<file path="src/rtl/leve_pkg.sv">
// rtl/leve_pkg.sv - shared defaults and types for the register file / scoreboard slice
package leve_pkg;

    localparam int unsigned XLEN_DEF    = 64;
    localparam int unsigned NUM_REG_DEF = 32;
    localparam int unsigned RA_W_DEF    = $clog2(NUM_REG_DEF);

    // Encoding 3 is reserved and decodes like RS2_REG.
    typedef enum logic [1:0] {
        RS2_REG  = 2'd0,
        RS2_IMM  = 2'd1,
        RS2_ZERO = 2'd2
    } rs2sel_t;

    typedef logic [RA_W_DEF-1:0] reg_idx_t;

endpackage

</file>
<file path="src/rtl/leve_scoreboard.sv">
// rtl/leve_scoreboard.sv - per-register busy bits with set/clear/flush and hazard queries
module leve_scoreboard
    import leve_pkg::*;
#(
    parameter  int unsigned NUM_REG = NUM_REG_DEF,
    localparam int unsigned RA_W    = $clog2(NUM_REG)
) (
    input  logic               clk_i,
    input  logic               rst_ni,
    input  logic               set_i,
    input  logic [RA_W-1:0]    set_idx_i,
    input  logic               clr_i,
    input  logic [RA_W-1:0]    clr_idx_i,
    input  logic               flush_i,
    input  logic               q_rs1_en_i,
    input  logic [RA_W-1:0]    q_rs1_i,
    input  logic               q_rs2_en_i,
    input  logic [RA_W-1:0]    q_rs2_i,
    input  logic               q_rd_en_i,
    input  logic [RA_W-1:0]    q_rd_i,
    output logic [NUM_REG-1:0] busy_o,
    output logic               rs1_haz_o,
    output logic               rs2_haz_o,
    output logic               waw_o
);

    logic [NUM_REG-1:0] busy_q, busy_d;

    // A busy register being written back this cycle is no longer a hazard.
    function automatic logic hazard(input logic [NUM_REG-1:0] busy,
                                    input logic               en,
                                    input logic [RA_W-1:0]    idx,
                                    input logic               clr,
                                    input logic [RA_W-1:0]    clr_idx);
        logic hit;
        hit = 1'b0;
        for (int i = 1; i < NUM_REG; i++) begin
            if (idx == i[RA_W-1:0]) begin
                hit = busy[i];
            end
        end
        return en && hit && !(clr && (clr_idx == idx));
    endfunction

    always_comb begin
        rs1_haz_o = hazard(busy_q, q_rs1_en_i, q_rs1_i, clr_i, clr_idx_i);
        rs2_haz_o = hazard(busy_q, q_rs2_en_i, q_rs2_i, clr_i, clr_idx_i);
        waw_o     = hazard(busy_q, q_rd_en_i,  q_rd_i,  clr_i, clr_idx_i);
    end

    always_comb begin
        busy_d = busy_q;
        if (flush_i) begin
            busy_d = '0;
        end else begin
            for (int i = 0; i < NUM_REG; i++) begin
                if (clr_i && (clr_idx_i == i[RA_W-1:0])) begin
                    busy_d[i] = 1'b0;
                end
                if (set_i && (set_idx_i == i[RA_W-1:0])) begin
                    busy_d[i] = 1'b1;
                end
            end
        end
        busy_d[0] = 1'b0;
    end

    always_ff @(posedge clk_i or negedge rst_ni) begin
        if (!rst_ni) begin
            busy_q <= '0;
        end else begin
            busy_q <= busy_d;
        end
    end

    assign busy_o = busy_q;

endmodule

</file>
<file path="src/rtl/leve_irf_sb.sv">
// rtl/leve_irf_sb.sv - integer register file with operand read stage, WB bypass and busy scoreboard
module leve_irf_sb
    import leve_pkg::*;
#(
    parameter  int unsigned XLEN    = XLEN_DEF,
    parameter  int unsigned NUM_REG = NUM_REG_DEF,
    localparam int unsigned RA_W    = $clog2(NUM_REG)
) (
    input  logic               clk_i,
    input  logic               rst_ni,
    input  logic               iss_valid_i,
    output logic               iss_ready_o,
    input  logic               iss_rs1_en_i,
    input  logic [RA_W-1:0]    iss_rs1_i,
    input  logic               iss_rs2_en_i,
    input  logic [RA_W-1:0]    iss_rs2_i,
    input  logic [1:0]         iss_rs2sel_i,
    input  logic [XLEN-1:0]    iss_imm_i,
    input  logic               iss_rd_en_i,
    input  logic [RA_W-1:0]    iss_rd_i,
    output logic               out_valid_o,
    input  logic               out_ready_i,
    output logic [XLEN-1:0]    out_rs1_d_o,
    output logic [XLEN-1:0]    out_rs2_d_o,
    output logic [RA_W-1:0]    out_rd_o,
    input  logic               wb_we_i,
    input  logic [RA_W-1:0]    wb_rd_i,
    input  logic [XLEN-1:0]    wb_data_i,
    input  logic               flush_i,
    output logic [NUM_REG-1:0] busy_vec_o
);

    logic [XLEN-1:0] regs_q [NUM_REG];

    logic            rs2_is_reg;
    logic            rs1_haz, rs2_haz, waw;
    logic            accept;
    logic [XLEN-1:0] rs1_rd, rs2_rd;

    logic            out_valid_q, out_valid_d;
    logic [XLEN-1:0] out_rs1_q, out_rs1_d;
    logic [XLEN-1:0] out_rs2_q, out_rs2_d;
    logic [RA_W-1:0] out_rd_q, out_rd_d;

    assign rs2_is_reg = iss_rs2_en_i &&
                        ((iss_rs2sel_i == RS2_REG) || (iss_rs2sel_i == 2'd3));

    leve_scoreboard #(
        .NUM_REG (NUM_REG)
    ) u_sb (
        .clk_i      (clk_i),
        .rst_ni     (rst_ni),
        .set_i      (accept && iss_rd_en_i && (iss_rd_i != '0)),
        .set_idx_i  (iss_rd_i),
        .clr_i      (wb_we_i),
        .clr_idx_i  (wb_rd_i),
        .flush_i    (flush_i),
        .q_rs1_en_i (iss_rs1_en_i),
        .q_rs1_i    (iss_rs1_i),
        .q_rs2_en_i (rs2_is_reg),
        .q_rs2_i    (iss_rs2_i),
        .q_rd_en_i  (iss_rd_en_i),
        .q_rd_i     (iss_rd_i),
        .busy_o     (busy_vec_o),
        .rs1_haz_o  (rs1_haz),
        .rs2_haz_o  (rs2_haz),
        .waw_o      (waw)
    );

    assign iss_ready_o = !flush_i && !rs1_haz && !rs2_haz && !waw &&
                         (!out_valid_q || out_ready_i);
    assign accept      = iss_valid_i && iss_ready_o;

    function automatic logic [XLEN-1:0] read_port(input logic [RA_W-1:0] idx,
                                                  input logic [XLEN-1:0] arr_val,
                                                  input logic            we,
                                                  input logic [RA_W-1:0] wrd,
                                                  input logic [XLEN-1:0] wdata);
        if (idx == '0) begin
            return '0;
        end else if (we && (wrd == idx)) begin
            return wdata;
        end
        return arr_val;
    endfunction

    always_comb begin
        rs1_rd = read_port(iss_rs1_i, regs_q[iss_rs1_i], wb_we_i, wb_rd_i, wb_data_i);
        rs2_rd = read_port(iss_rs2_i, regs_q[iss_rs2_i], wb_we_i, wb_rd_i, wb_data_i);
    end

    // Register array is deliberately not reset; x0 is never written and reads as zero.
    always_ff @(posedge clk_i) begin
        if (rst_ni && wb_we_i && (wb_rd_i != '0)) begin
            regs_q[wb_rd_i] <= wb_data_i;
        end
    end

    always_comb begin
        out_valid_d = out_valid_q;
        out_rs1_d   = out_rs1_q;
        out_rs2_d   = out_rs2_q;
        out_rd_d    = out_rd_q;
        if (flush_i) begin
            out_valid_d = 1'b0;
        end else if (accept) begin
            out_valid_d = 1'b1;
            out_rs1_d   = iss_rs1_en_i ? rs1_rd : '0;
            out_rd_d    = iss_rd_en_i ? iss_rd_i : '0;
            case (iss_rs2sel_i)
                RS2_IMM:  out_rs2_d = iss_imm_i;
                RS2_ZERO: out_rs2_d = '0;
                default:  out_rs2_d = iss_rs2_en_i ? rs2_rd : '0;
            endcase
        end else if (out_ready_i) begin
            out_valid_d = 1'b0;
        end
    end

    always_ff @(posedge clk_i or negedge rst_ni) begin
        if (!rst_ni) begin
            out_valid_q <= 1'b0;
            out_rs1_q   <= '0;
            out_rs2_q   <= '0;
            out_rd_q    <= '0;
        end else begin
            out_valid_q <= out_valid_d;
            out_rs1_q   <= out_rs1_d;
            out_rs2_q   <= out_rs2_d;
            out_rd_q    <= out_rd_d;
        end
    end

    assign out_valid_o = out_valid_q;
    assign out_rs1_d_o = out_rs1_q;
    assign out_rs2_d_o = out_rs2_q;
    assign out_rd_o    = out_rd_q;

endmodule

</file>
<file path="config.mk">
export PLATFORM = sky130hd
export DESIGN_NAME = leve_irf_sb
export DESIGN_NICKNAME = d
export VERILOG_FILES = /design/src/rtl/leve_pkg.sv /design/src/rtl/leve_scoreboard.sv /design/src/rtl/leve_irf_sb.sv
export SDC_FILE = /design/constraint.sdc
export NUM_CORES = 2
export LEC_CHECK = 0
export BUFFER_PORTS_ARGS = -buffer_cell sky130_fd_sc_hd__buf_2
export CORE_MARGIN = 2
export CORE_UTILIZATION = 35
export DETAILED_ROUTE_END_ITERATION = 16
export GPL_TIMING_DRIVEN = 1
export HOLD_SLACK_MARGIN = 0.12
export PLACE_DENSITY_LB_ADDON = 0.1
export SYNTH_ARGS = -nofsm -noshare
export SYNTH_HDL_FRONTEND = slang
export SYNTH_SLANG_ARGS = --single-unit
export TNS_END_PERCENT = 10
</file>
<file path="constraint.sdc">
create_clock -name clk_i -period 3.4 [get_ports clk_i]
set_input_delay 0.34 -clock clk_i [delete_from_list [all_inputs] [get_ports clk_i]]
set_output_delay 0.34 -clock clk_i [all_outputs]
set_load 0.005 [all_outputs]
</file>
==> key figures <==
Synth
  • Adder-cell area share of the yosys netlist: 0.0121%
  • Synthesized-area fraction occupied by xor and xnor cells: 0.127%
  • Number of flops mapped to enable cells by yosys: 2,048
  • Number of cells produced by synthesis: 4,962
  • Most used DFF post-synth: sky130_fd_sc_hd__edfxtp_1
  • Warnings from Yosys: 0
  • Share of the yosys chip area belonging to registers: 63.4%
  • Yosys cell types: 73
  • Area of the mapped netlist: 104,000 um2
  • Average size of a mapped cell: 20.9 um2
  • Share of flip-flops with an asynchronous set or reset after synthesis: 7.46%
  • Flop and latch count out of synthesis: 2,213
  • Multiplexer fraction of the synthesized cell area: 30.5%
  • Simple-gate portion of the synthesized area: 1.10%
  • Post-synthesis compound-gate area fraction: 2.67%
  • Combinational family with the most area after synthesis: multiplexers

Worst setup path
  • Critical-path cell with the highest stage delay: sky130_fd_sc_hd__dfrtp_2
  • Worst-case reg-to-reg path depth: 12
  • Type of the worst setup path: reg -> out
  • CP Launch Type: flip-flop
  • Maximum net fanout on the critical path: 4
  • Largest stage delay, worst path: 440 ps
  • Signal arrival time at the worst endpoint: 3030 ps
  • Critical Path End: iss_ready_o
  • Worst reg-to-reg setup slack: 150 ps
  • Cells along the critical path: buf_12, mux2i_1, a221o_1, a221o_1, o211a_1, o32ai_4, nor4_4, buf_6, buf_6
  • Critical Path Source: u_sb.busy_o[8]$_DFFE_PN0P_
  • Required time of the worst setup path: 3060 ps
  • Worst reg2reg path endpoint: u_sb.busy_o[20]$_DFFE_PN0P_
  • Reg-to-reg critical path startpoint: u_sb.busy_o[22]$_DFFE_PN0P_
  • Setup crit end kind: primary output

Floorplanning
  • Vertical extent of the die: 548 um
  • Row Count: 199
  • Area of the die: 300,000 um2
  • Core area: 294,000 um2
  • Width of the chip: 548 um
  • Initial Util: 35.2%
  • Number of placed I/O pins: 326

Routing
  • Number of iterations in the first detailed-routing pass: 6
  • Antenna violation net count after detailed routing: 0
  • DR WL/cell: 35.3 um
  • Via count normalized by instance count: 5.89
  • Wire length after detailed routing: 347,000 um
  • Number of vias after detailed routing: 57,900
  • Number of DRC markers after the initial detailed-route iteration: 5,867
  • DRC viols: 0

Power and ir drop
  • Peak ir drop on the vdd network: 0.329 mV
  • Power Density: 529 nW/um2
  • Proportion of total power due to net switching: 23.6%
  • Leakage: 40.4 nW
  • Net switching power: 15.4 mW
  • Proportion of power drawn by the clock network: 42.8%
  • Internal Pwr Total: 49.8 mW
  • Sequential cell fraction of total power: 47.2%
  • Combinational fraction of design power: 10.0%

Clock tree
  • Post-CTS clock slew at the launch and capture registers of the worst setup and hold paths: 60 ps
  • Cell at the root of the clock tree: sky130_fd_sc_hd__clkbuf_16
  • CTS Buf Count: 265
  • Clock sinks: 2,213
  • Maximum buffer depth of the clock tree: 4
  • Skew-Pair Late Insertion Delay: 880 ps
  • Number of levels the H-tree was split into: 5
  • Clock tree from TritonCTS: built

Place
  • Count of port buffers added during placement: 324
  • Final weighted congestion in routability-driven placement: 0.839
  • Post-detail-place hpwl: 194,000 um
  • Worst slack at placement: 55.0 ps

STA
  • Rel. slew slack: 33.8%
  • Final hold vios: 0
  • Unrepaired setup endpoints after global routing: true
  • Final sum of negative setup slack: 0 ps
  • Total of endpoints with negative setup slack in the final report: 0
  • Final setup skew: 33.4 ps
  • Pin slew with the least headroom to its limit: 983 ps
  • Time the final worst path needs with I/O delays and setup: 3370 ps
  • Number of pins with negative max-slew slack in the final report: 0
  • Post-route fraction of the period consumed by the critical path: 99.1%
  • Worst-case setup margin in the final layout: 30.1 ps
  • Highest attainable clock frequency: 297 MHz

Layout
  • Synth-to-Final Area Change: 19.0%
  • Leading cell type in the layout, fill and taps excluded: sky130_fd_sc_hd__edfxtp_1
  • Share of cells above drive strength 1: 41.4%
  • Highest-count cells in the layout ignoring fill and taps: sky130_fd_sc_hd__edfxtp_1 (2,048), sky130_fd_sc_hd__mux4_2 (1,281), sky130_fd_sc_hd__buf_2 (313), sky130_fd_sc_hd__clkbuf_16 (274), sky130_fd_sc_hd__a21oi_1 (217)
  • Nets: 5,855

GRT
  • Antenna violations before repair: 14
  • Wire length of the first global-routing pass: 485,000 um
  • Pin count of the biggest net entering global routing: 81
  • Vias in the first global route: 60,100
  • Total global routing overflow: 0
  • Total global-route track usage: 22.9%

Hold path
  • Worst min-delay path category: in -> async

Run status
  • Outcome: finished, final reports clean

Flow run
  • Max-Cap Viols: 0
==> flip-flops by register name, indices dropped and copies added, names as in the netlist <==
register / count
out_rd_o: 5
out_rs1_d_o: 64
out_rs2_d_o: 64
out_valid_o: 1
regs_q: 2048
u_sb.busy_o: 31
==> power groups by stage <==
| stage | Clock, mW | Sequential (mW) | Combinational [mW] |
|---|---|---|---|
| floorplan | 0 | 31.3 | 3.58 |
| global placement | 0 | 31.3 | 6.42 |
| detailed placement | 0 | 31.3 | 6.45 |
| CTS | 28.6 | 30.8 | 6.61 |
| global route | 29.6 | 30.8 | 6.96 |
| finish | 27.9 | 30.8 | 6.51 |
==> worst min path at each step <==
stage | slack [ps] | cells after the start | startpoint | endpoint
6_report | 190 | 3 | rst_ni | u_sb.busy_o[24]$_DFFE_PN0P_
5_1_grt | 240 | 3 | rst_ni | u_sb.busy_o[24]$_DFFE_PN0P_
4_1_cts | 120 | 5 | wb_we_i | u_sb.busy_o[17]$_DFFE_PN0P_
3_5_place_dp | 140 | 1 | rst_ni | u_sb.busy_o[2]$_DFFE_PN0P_
3_3_place_gp | 140 | 1 | rst_ni | u_sb.busy_o[2]$_DFFE_PN0P_
2_1_floorplan | 40 | 0 | rst_ni | out_rd_o[0]$_DFFE_PN0P_
==> timing repair <==
| item | 4_1_cts | 5_1_grt |
|---|---|---|
| setup endpoints to repair | 1 | 2 |
| buffers inserted | 2 | 1 |
| gates resized for setup | 7 | 14 |
| hold buffers | 145 | 0 |
| pin swaps | 4 | 3 |
| hold endpoints to repair | 2200 | 0 |
| gates cloned | 0 | 0 |
==> cell families after synthesis <==
logic type      after synthesis
compound gates              486
xor+xnor                     15
fa+ha+maj                     1
buf+inv                     487
flops                      2213
mux                        1549
other cells                   1
simple gates                210
==> worst max-delay path: cells and delay by family (launching register included) <==
| family | cells | cell delay, ps |
|---|---|---|
| compound gates | 4 | 1200 |
| buf+inv | 3 | 370 |
| flops | 1 | 440 |
| mux | 1 | 80 |
| simple gates | 1 | 70 |
==> synthesized netlist by cell type, types with 7 or more instances <==
cell type / number / area [um2]
sky130_fd_sc_hd__edfxtp_1: 2048 / 61500
sky130_fd_sc_hd__mux4_2: 1281 / 28900
sky130_fd_sc_hd__a21oi_1: 218 / 1090
sky130_fd_sc_hd__buf_2: 202 / 1010
sky130_fd_sc_hd__mux2i_1: 200 / 2000
sky130_fd_sc_hd__o21ai_0: 167 / 836
sky130_fd_sc_hd__dfrtp_1: 165 / 4130
sky130_fd_sc_hd__clkbuf_1: 137 / 514
sky130_fd_sc_hd__inv_1: 76 / 285
sky130_fd_sc_hd__mux2_2: 66 / 743
sky130_fd_sc_hd__nor2_1: 50 / 188
sky130_fd_sc_hd__buf_1: 44 / 165
sky130_fd_sc_hd__nand2_1: 30 / 113
sky130_fd_sc_hd__o211ai_1: 29 / 218
sky130_fd_sc_hd__nand3_1: 27 / 135
sky130_fd_sc_hd__nor2b_1: 25 / 156
sky130_fd_sc_hd__nand2b_1: 21 / 131
sky130_fd_sc_hd__buf_6: 14 / 158
sky130_fd_sc_hd__buf_4: 12 / 90.1
sky130_fd_sc_hd__nand4_1: 12 / 75.1
sky130_fd_sc_hd__nand3b_1: 9 / 67.6
sky130_fd_sc_hd__xor2_1: 8 / 70.1
sky130_fd_sc_hd__a211oi_1: 7 / 52.6
sky130_fd_sc_hd__nor3_1: 7 / 35.0
sky130_fd_sc_hd__nor4_1: 7 / 43.8
sky130_fd_sc_hd__o22ai_1: 7 / 43.8
sky130_fd_sc_hd__xnor2_1: 7 / 61.3
==> area by class of cell <==
class / instances / area [um2]
fillers: 25800 / 171000
flip-flops and latches: 2213 / 65600
multi-input cells: 2326 / 36300
repair buffers: 811 / 7650
clock buffers: 340 / 7180
well taps: 3919 / 4900
clock inverters: 128 / 1230
inverters: 78 / 300
diodes: 9 / 22.5
==> metal layers <==
| layer | wire [um] | track usage, % | vias up |
|---|---|---|---|
| met2 | 166000 | 36.8 | 2170 |
| met5 | 26 | 0 | - |
| met3 | 19400 | 2.94 | 434 |
| met1 | 154000 | 33.3 | 32200 |
| li1 | - | - | 23100 |
| met4 | 7570 | 5.50 | 4 |
==> through the flow <==
step | power [mW] | hold slack [ps] | cell area (um2) | cells | utilization (%)
after floorplan | 34.9 | 44.4 | 104000 | 5026 | -
after global placement | 37.7 | 138 | 113000 | 9200 | 38.5
after detailed placement | 37.8 | 137 | 113000 | 9200 | 38.5
after CTS | 66.0 | 123 | 123000 | 9814 | 41.9
after global routing | 67.4 | 239 | 123000 | 9816 | 41.9
final | 65.2 | 191 | 123000 | 9824 | 41.9
(Power assumes the default switching activity.)
